[src/rtl/muldiv_if.sv]
// Handshake and operand/result bundle between the control unit and the
// iterative multiply/divide unit.
interface muldiv_if #(
    parameter int WIDTH = 32
);
    logic             start;
    logic [1:0]       op;
    logic             abort;
    logic [WIDTH-1:0] a;
    logic [WIDTH-1:0] b;
    logic             busy;
    logic             done;
    logic             div_zero;
    logic [WIDTH-1:0] hi;
    logic [WIDTH-1:0] lo;

    modport master (
        output start, op, abort, a, b,
        input  busy, done, div_zero, hi, lo
    );

    modport slave (
        input  start, op, abort, a, b,
        output busy, done, div_zero, hi, lo
    );
endinterface

[src/rtl/muldiv_unit.sv]
// Iterative HI/LO multiply (radix-2 Booth) and divide (restoring) unit with
// start/busy/done handshake, abort and divide-by-zero flag.
module muldiv_unit #(
    parameter int WIDTH = 32
) (
    input  logic     clk,
    input  logic     rst,
    muldiv_if.slave  bus
);
    localparam int CW = $clog2(WIDTH + 1);
    localparam int AW = 2 * WIDTH + 3;

    typedef enum logic [1:0] {
        IDLE   = 2'd0,
        MUL    = 2'd1,
        DIV    = 2'd2,
        FINISH = 2'd3
    } state_t;

    state_t           state_reg, state_next;
    logic [1:0]       op_reg, op_next;
    logic             a_neg_reg, a_neg_next;
    logic             q_neg_reg, q_neg_next;
    logic             dz_reg, dz_next;
    logic [CW-1:0]    count_reg, count_next;
    logic [AW-1:0]    acc_reg, acc_next;
    logic [WIDTH:0]   m_reg, m_next;
    logic [WIDTH-1:0] rem_reg, rem_next;
    logic [WIDTH-1:0] quo_reg, quo_next;
    logic             busy_reg, busy_next;
    logic             done_reg, done_next;
    logic             div_zero_reg, div_zero_next;
    logic [WIDTH-1:0] hi_reg, hi_next;
    logic [WIDTH-1:0] lo_reg, lo_next;

    // Operand preparation at the start edge
    logic             op_signed;
    logic [WIDTH:0]   a_ext, b_ext;
    logic             a_neg_in, b_neg_in;
    logic [WIDTH-1:0] a_mag, b_mag;

    assign op_signed = ~bus.op[0];
    assign a_ext     = op_signed ? {bus.a[WIDTH-1], bus.a} : {1'b0, bus.a};
    assign b_ext     = op_signed ? {bus.b[WIDTH-1], bus.b} : {1'b0, bus.b};
    assign a_neg_in  = op_signed & bus.a[WIDTH-1];
    assign b_neg_in  = op_signed & bus.b[WIDTH-1];
    assign a_mag     = a_neg_in ? -bus.a : bus.a;
    assign b_mag     = b_neg_in ? -bus.b : bus.b;

    // Booth step: the add is done one bit wider so the shifted-in sign is
    // always the true sign of A +/- M.
    logic [WIDTH:0]   booth_a;
    logic [WIDTH:0]   booth_q;
    logic [WIDTH+1:0] booth_sum;
    logic [AW-1:0]    booth_shift;

    assign booth_a = acc_reg[AW-1:WIDTH+2];
    assign booth_q = acc_reg[WIDTH+1:1];

    always_comb begin
        booth_sum = {booth_a[WIDTH], booth_a};
        case (acc_reg[1:0])
            2'b01:   booth_sum = {booth_a[WIDTH], booth_a} + {m_reg[WIDTH], m_reg};
            2'b10:   booth_sum = {booth_a[WIDTH], booth_a} - {m_reg[WIDTH], m_reg};
            default: booth_sum = {booth_a[WIDTH], booth_a};
        endcase
    end

    assign booth_shift = {booth_sum, booth_q};

    // Restoring divide step on magnitudes; the partial remainder is always
    // below the divisor so the difference fits in WIDTH bits.
    logic [WIDTH:0]   rem_shift;
    logic             rem_fits;
    logic [WIDTH-1:0] rem_sub;

    assign rem_shift = {rem_reg, quo_reg[WIDTH-1]};
    assign rem_fits  = (rem_shift >= m_reg);
    assign rem_sub   = rem_shift[WIDTH-1:0] - m_reg[WIDTH-1:0];

    // Sign fix-up for truncating signed division
    logic [WIDTH-1:0] quo_fix, rem_fix;

    assign quo_fix = q_neg_reg ? -quo_reg : quo_reg;
    assign rem_fix = a_neg_reg ? -rem_reg : rem_reg;

    always_comb begin
        state_next    = state_reg;
        op_next       = op_reg;
        a_neg_next    = a_neg_reg;
        q_neg_next    = q_neg_reg;
        dz_next       = dz_reg;
        count_next    = count_reg;
        acc_next      = acc_reg;
        m_next        = m_reg;
        rem_next      = rem_reg;
        quo_next      = quo_reg;
        busy_next     = busy_reg;
        done_next     = 1'b0;
        div_zero_next = div_zero_reg;
        hi_next       = hi_reg;
        lo_next       = lo_reg;

        case (state_reg)
            IDLE: begin
                if (bus.start) begin
                    op_next       = bus.op;
                    busy_next     = 1'b1;
                    div_zero_next = 1'b0;
                    a_neg_next    = a_neg_in;
                    q_neg_next    = a_neg_in ^ b_neg_in;
                    dz_next       = 1'b0;
                    if (!bus.op[1]) begin
                        m_next     = a_ext;
                        acc_next   = {{(WIDTH + 1){1'b0}}, b_ext, 1'b0};
                        count_next = CW'(WIDTH);
                        state_next = MUL;
                    end else begin
                        m_next     = {1'b0, b_mag};
                        rem_next   = '0;
                        quo_next   = a_mag;
                        count_next = CW'(WIDTH - 1);
                        if (bus.b == '0) begin
                            dz_next    = 1'b1;
                            state_next = FINISH;
                        end else begin
                            state_next = DIV;
                        end
                    end
                end
            end

            MUL: begin
                if (bus.abort) begin
                    busy_next  = 1'b0;
                    state_next = IDLE;
                end else begin
                    acc_next   = booth_shift;
                    count_next = count_reg - CW'(1);
                    if (count_reg == '0) begin
                        state_next = FINISH;
                    end
                end
            end

            DIV: begin
                if (bus.abort) begin
                    busy_next  = 1'b0;
                    state_next = IDLE;
                end else begin
                    rem_next   = rem_fits ? rem_sub : rem_shift[WIDTH-1:0];
                    quo_next   = {quo_reg[WIDTH-2:0], rem_fits};
                    count_next = count_reg - CW'(1);
                    if (count_reg == '0) begin
                        state_next = FINISH;
                    end
                end
            end

            FINISH: begin
                // abort is deliberately ignored here: completion wins
                if (!op_reg[1]) begin
                    hi_next = acc_reg[2*WIDTH:WIDTH+1];
                    lo_next = acc_reg[WIDTH:1];
                end else if (dz_reg) begin
                    div_zero_next = 1'b1;
                end else begin
                    hi_next = rem_fix;
                    lo_next = quo_fix;
                end
                done_next  = 1'b1;
                busy_next  = 1'b0;
                state_next = IDLE;
            end

            default: begin
                busy_next  = 1'b0;
                state_next = IDLE;
            end
        endcase
    end

    always_ff @(posedge clk or posedge rst) begin
        if (rst) begin
            state_reg    <= IDLE;
            op_reg       <= '0;
            a_neg_reg    <= 1'b0;
            q_neg_reg    <= 1'b0;
            dz_reg       <= 1'b0;
            count_reg    <= '0;
            acc_reg      <= '0;
            m_reg        <= '0;
            rem_reg      <= '0;
            quo_reg      <= '0;
            busy_reg     <= 1'b0;
            done_reg     <= 1'b0;
            div_zero_reg <= 1'b0;
            hi_reg       <= '0;
            lo_reg       <= '0;
        end else begin
            state_reg    <= state_next;
            op_reg       <= op_next;
            a_neg_reg    <= a_neg_next;
            q_neg_reg    <= q_neg_next;
            dz_reg       <= dz_next;
            count_reg    <= count_next;
            acc_reg      <= acc_next;
            m_reg        <= m_next;
            rem_reg      <= rem_next;
            quo_reg      <= quo_next;
            busy_reg     <= busy_next;
            done_reg     <= done_next;
            div_zero_reg <= div_zero_next;
            hi_reg       <= hi_next;
            lo_reg       <= lo_next;
        end
    end

    assign bus.busy     = busy_reg;
    assign bus.done     = done_reg;
    assign bus.div_zero = div_zero_reg;
    assign bus.hi       = hi_reg;
    assign bus.lo       = lo_reg;
endmodule

[src/flat_wrapper.sv]
// flat-port wrapper written by rule: the top's interface ports become plain ports
module muldiv_unit_flat 
#(
    parameter int WIDTH = 32
)
  (clk, rst, bus_start, bus_op, bus_abort, bus_a, bus_b, bus_busy, bus_done, bus_div_zero, bus_hi, bus_lo);
  muldiv_if #(.WIDTH(WIDTH)) bus_i ();
  input  logic clk;
  input  logic rst;
  input wire logic [$bits(bus_i.start)-1:0] bus_start;
  input wire logic [$bits(bus_i.op)-1:0] bus_op;
  input wire logic [$bits(bus_i.abort)-1:0] bus_abort;
  input wire logic [$bits(bus_i.a)-1:0] bus_a;
  input wire logic [$bits(bus_i.b)-1:0] bus_b;
  output wire logic [$bits(bus_i.busy)-1:0] bus_busy;
  output wire logic [$bits(bus_i.done)-1:0] bus_done;
  output wire logic [$bits(bus_i.div_zero)-1:0] bus_div_zero;
  output wire logic [$bits(bus_i.hi)-1:0] bus_hi;
  output wire logic [$bits(bus_i.lo)-1:0] bus_lo;
  assign bus_i.start = bus_start;
  assign bus_i.op = bus_op;
  assign bus_i.abort = bus_abort;
  assign bus_i.a = bus_a;
  assign bus_i.b = bus_b;
  assign bus_busy = bus_i.busy;
  assign bus_done = bus_i.done;
  assign bus_div_zero = bus_i.div_zero;
  assign bus_hi = bus_i.hi;
  assign bus_lo = bus_i.lo;
  muldiv_unit #(.WIDTH(WIDTH)) u_core (.clk(clk), .rst(rst), .bus(bus_i));
endmodule
[config.mk]
export PLATFORM = sky130hd
export DESIGN_NAME = muldiv_unit_flat
export DESIGN_NICKNAME = d
export VERILOG_FILES = /design/src/rtl/muldiv_if.sv /design/src/rtl/muldiv_unit.sv /design/src/flat_wrapper.sv
export SDC_FILE = /design/constraint.sdc
export NUM_CORES = 1
export LEC_CHECK = 0
export BUFFER_PORTS_ARGS = -buffer_cell sky130_fd_sc_hd__buf_2
export CAP_MARGIN = 20
export CORE_ASPECT_RATIO = 1.75
export CORE_UTILIZATION = 60
export DETAILED_ROUTE_END_ITERATION = 10
export PLACE_DENSITY = 0.8
export SLEW_MARGIN = 10
export SYNTH_ARGS = -nofsm -noshare
export SYNTH_HDL_FRONTEND = slang
export SYNTH_SLANG_ARGS = --single-unit
[constraint.sdc]
create_clock -name clk -period 10.55 [get_ports clk]
set_input_delay 1.055 -clock clk [delete_from_list [all_inputs] [get_ports clk]]
set_output_delay 1.055 -clock clk [all_outputs]
set_load 0.01 [all_outputs]
# ---- Word-level counts from Yosys, hierarchy flattened
# Index checks and enable logic that the tools add are counted.
dict set report totals {
  register_bits 244
  in_bits 70
  wordCells 108
}
dict set report classes {
  add_sub_neg 8
  order_cmp 1
  n_eq_ne 17
  n_mux 45
  bitwise_logic 4
  reduce_logical 17
}
# op count
set ops {}
lappend ops {{$mux W32} 15}
lappend ops {{$mux W67} 3}
lappend ops {{$pmux W67 S2} 1}
lappend ops {{$neg A32 Y32} 4}
lappend ops {{$pmux W32 S2} 2}
lappend ops {{$mux W33} 3}
lappend ops {{$pmux W34 S2} 1}
lappend ops {{$add A33 B33 Y34} 1}
lappend ops {{$sub A33 B33 Y34} 1}
lappend ops {{$ge A33 B33 Y1} 1}
lappend ops {{$logic_not A32 Y1} 1}
lappend ops {{$sub A32 B32 Y32} 1}
lappend ops {{$mux W6} 3}
lappend ops {{$ne A2 B2 Y1 const B} 7}
lappend ops {{$pmux W6 S2} 1}
lappend ops {{$reduce_and A4 Y1} 3}
lappend ops {{$mux W1} 9}
lappend ops {{$mux W2} 4}
lappend ops {{$reduce_and A2 Y1} 4}
lappend ops {{$reduce_bool A2 Y1} 4}
lappend ops {{$eq A2 B2 Y1 const B} 3}
lappend ops {{$logic_not A6 Y1} 1}
lappend ops {{$ne A2 B1 Y1 const B} 3}
lappend ops {{$pmux W2 S3} 1}
lappend ops {{13 further kinds} 15}

# ---- Longest topological paths before layout
dict set report depth {
  depth_word 6
  depth_mapped 22
  ltp_nobuf 21
}

# ---- Worst setup path after synthesis
# Ideal clock, no wire load.
dict set report synth_path {
  path_kind {register to register}
  startpoint {reg u_core.m_reg[1]}
  endpoint {reg u_core.acc_reg[66]}
  arrival_ps 4060
  t_required_ps 10425
  slack_ps 6364
  stages_incl_launch_ff 23
  n_path_buf 1
  synth_period_minus_slack_ps 4186
  cell_sequence {dfrtp_1 inv_1 ha_1 nand3_1 nor4_1 nand2_1 nor2_1 inv_1 nor3_1 a21oi_1 xnor2_1 ha_1 clkbuf_1 nand3_1 nor3_1 inv_1 o22ai_1 a31oi_1 o21ai_0 mux2i_1 nor4b_2 mux2i_1 o21ai_1}
}
dict set report synth_via {
  elab_chain_len 4
  elab_cells_between_ends 5
  classes_between {add/sub: 2; mux: 3}
}
# element line_no
set synth_rtl {}
lappend synth_rtl {{start, declared} muldiv_unit.sv:27} ;# logic [WIDTH:0] m_reg, m_next;
lappend synth_rtl {{start signal, assigned} muldiv_unit.sv:208} ;# m_reg <= m_next;
lappend synth_rtl {{$sub A33 B33 Y34 or $add A33 B33 Y34 (tied branches)} {muldiv_unit.sv:64, muldiv_unit.sv:63}}
lappend synth_rtl {{$pmux W34 S2 *} muldiv_unit.sv:62} ;# case (acc_reg[1:0])
lappend synth_rtl {{$mux W67 *} muldiv_unit.sv:134} ;# if (bus.abort) begin
lappend synth_rtl {{$pmux W67 S2 *} muldiv_unit.sv:104} ;# case (state_reg)
lappend synth_rtl {{end signal, assigned} muldiv_unit.sv:207} ;# acc_reg <= acc_next;
lappend synth_rtl {{end, declared} muldiv_unit.sv:26} ;# logic [AW-1:0] acc_reg, acc_next;
# Every way passes the cells marked *; elsewhere a longest branch is shown, timed or not. The select of a mux whose other input is x is not followed.
# A chain may end at the register's enable or synchronous reset.

# ---- Worst setup path in the final report
# Ends and elaborated chain as after synthesis.

==> run_results.csv <==
group,metric,value,unit
worst_setup_path,critical_path.top_delay_family,"simple AND/OR/NAND/NOR gates",
logic_synthesis,syn_area,17700,um^2
worst_setup_path,endpoint_kind,"flip-flop",
routing,drtIter0Drc,1080,
finish,n_fill_cell,2452,
clock_network,cts_max_path_buffers,3,
floorplanning,fp.dieArea,30200,um^2
floorplanning,start_util,0.613,
sta,skew,11.9,ps
worst_setup_path,crit_path_max_incr_delay,470,ps
sta,rsz0062_at_grt,"no",
logic_synthesis,synthTopCellsByCount,"o21ai_0 (368), nand2_1 (356), dfrtp_1 (243)",
min_path,holdCritPathClass,"reg2reg",
logic_synthesis,synth_top_family_by_area,"compound AO/OA/AOI/OAI gates",
clock_network,ctsResizeCount,0,
logic_synthesis,syn_inst,2201,
sta,tns,0,ps
sta,finalMaxSlewViolations,0,
floorplanning,die_h,229,um
routing,wl,58.0,mm
place,dp_hpwl,43.9,mm
routing,vias,16800,
worst_setup_path,crit_chain,"inv_1, ha_1, nand3_1, nor4_1, nand2_1, nor2_1, inv_1, nor3_1, a21oi_1, xnor2_1, ha_1, nand3_1, nor3_1, inv_1, o22ai_1, a31oi_1, o21ai_0, mux2i_1, nor4b_2, mux2i_1, o21ai_1",
sta,setup_viol,0,
sta,finalCritPeriodShare,0.461,
finish,nets,2412,
grt,use_met2,0.683,
logic_synthesis,synth_top_area_frac,0.344,
routing,wl_per_cell,21.8,um
sta,hold_violations,0,
logic_synthesis,synth_enable_flop_cells,0,
finish,drive_gt1_frac,0.103,
routing,drc_errors,0,
grt,grtUsageMet1,0.379,
logic_synthesis,synth_top_area_cell,"dfrtp_1",
floorplanning,coreArea,28800,um^2
place,portBuffers,136,
logic_synthesis,ys_seq_elements,243,
logic_synthesis,ys_top_cells_by_area,"dfrtp_1 (34%), o21ai_0 (10%), nand2_1 (7.6%), ha_1 (5.6%), xnor2_1 (5.1%)",
sta,worst_pin_slew,1100,ps
clock_network,cts_num_sinks,243,
job,cap_violations,0,
clock_network,clkSlewWorstSetupHoldPaths,60,ps
floorplanning,ioPinCount,137,
worst_setup_path,cp.required,10990,ps
routing,drtPass1Iterations,5,
grt,grtUsageMet3,0.0547,
worst_setup_path,critPathSlowestCell,"nor3_1",
worst_setup_path,startpoint,"u_core.m_reg[1]",
clock_network,post_cts_buffers,0,
clock_network,htree_levels,1,
logic_synthesis,syn_nets,2352,
clock_network,hold_buffers,0,
finish,fin_area,19500,um^2
worst_setup_path,arrival,5300,ps
logic_synthesis,ys.flop_type,"dfrtp_1",
logic_synthesis,yosysMostFrequentCell,"o21ai_0",
worst_setup_path,setup.worst_path.start_class,"flip-flop",
routing,antenna_left,0,
logic_synthesis,ys_types,81,
logic_synthesis,synth_mux_area_frac,0.0385,
logic_synthesis,ys_seq_area_frac,0.344,
worst_setup_path,r2r-start,"u_core.m_reg[1]",
finish,largest_register_ffs,67,
logic_synthesis,yosys_warnings,0,
clock_network,cts_buffers,25,
sta,max-slew-margin-rel,0.268,
logic_synthesis,synthSimpleGateAreaFrac,0.167,
grt,grt.busiest_layer,"met2",
worst_setup_path,cp_num_buf_inv,3,
floorplanning,num_rows,82,
min_path,hp-start,"u_core.bus.hi[23]",
grt,antenna_found_initial,6,
finish,syn2layout_area_growth,10.2,%
finish,fin_util,0.675,
grt,grt_pass1_wl,90.5,mm
grt,grt_start_max_net_pins,108,
logic_synthesis,synthArstFlopShare,1.00,
logic_synthesis,synth_xor_area_frac,0.0986,
sta,timing.final.crit_period,4860,ps
grt,grt_pass1_vias,16900,
clock_network,cts_tree,"yes",
outcome,status,"complete, no violations",
logic_synthesis,synth-compound-area-share,0.247,
place,gp_congestion,1.04,
place,place_area,18500,um^2
worst_setup_path,crit_type,"reg2reg",
sta,max_clock_freq,206,MHz
routing,vias_per_cell,6.32,
worst_setup_path,path_common_cell,"inv_1",
logic_synthesis,synth_adder_area_share,0.0582,
worst_setup_path,crit_path_max_fanout,7,
grt,grtUsageTotal,0.386,
clock_network,worstSkewPairLatency,560,ps
floorplanning,die_w,132,um
clock_network,cts-root-buf,"clkbuf_16",
logic_synthesis,synth_area_per_cell,8.03,um^2
grt,grt_overflow_total,0,
[worst min-delay path: cells and delay by family, from the launching register on]
kind | cells | cell delay, ps
DFF | 1 | 330
AOI/OAI and AO/OA | 1 | 60
and+or+nand+nor | 1 | 50
[cell families after synthesis]
kind of cell,Yosys count
AOI/OAI and AO/OA,744
adders and majority gates,81
muxes,68
xor gates and xnor gates,199
DFF,243
and+or+nand+nor,655
buffers and inverters,211
[per-layer routing]
layer,share of wire,vias to the layer above
li1,-,7899
met1,0.33,8003
met2,0.50,675
met3,0.060,260
met4,0.10,2
met5,0.00022,-
[layout make-up]
cell class	count	area, um^2	area share
Multi-Input combinational cell	1747	10800	0.555
Sequential cell	243	6080	0.313
Timing Repair Buffer	158	850	0.0436
Clock buffer	32	702	0.0361
Tap cell	378	473	0.0243
Inverter	86	330	0.0170
Clock inverter	14	211	0.0109
Antenna cell	5	12.5	0.000643
[layout by cell type, fill, tap and decap left out, types with 68 or more instances in the layout]
master,synthesis,layout
buf_2,2,136
xnor2_1,103,103
xor2_1,96,96
inv_1,86,85
dfrtp_1,243,242
ha_1,79,77
a21oi_1,158,158
o21ai_0,368,367
nor2_1,115,115
mux2i_1,68,68
nand2_1,356,354
[metrics by stage]
stage,hold WS (ps),setup slack (ps),cells
floorplan,466,2820,2201
global placement,459,5790,2610
detailed placement,464,5770,2612
CTS,478,5740,2658
global route,500,5260,2663
finish,471,5690,2663
[path summary, 6_finish.rpt]
kind | end | slack (ps) | cells past startpoint
setup / recovery | u_core.acc_reg[66] | 5690 | 21
max in group asynchronous | u_core.m_reg[2] | 8370 | 3
setup reg to reg | u_core.acc_reg[66] | 5690 | 21
hold reg to reg | u_core.bus.hi[23] | 470 | 2
min in group asynchronous | u_core.bus.hi[29] | 650 | 2
hold / removal | u_core.bus.hi[23] | 470 | 2
Power is not shown: default switching activity piles up to over one toggle a cycle in this logic, so the estimate is an artifact.
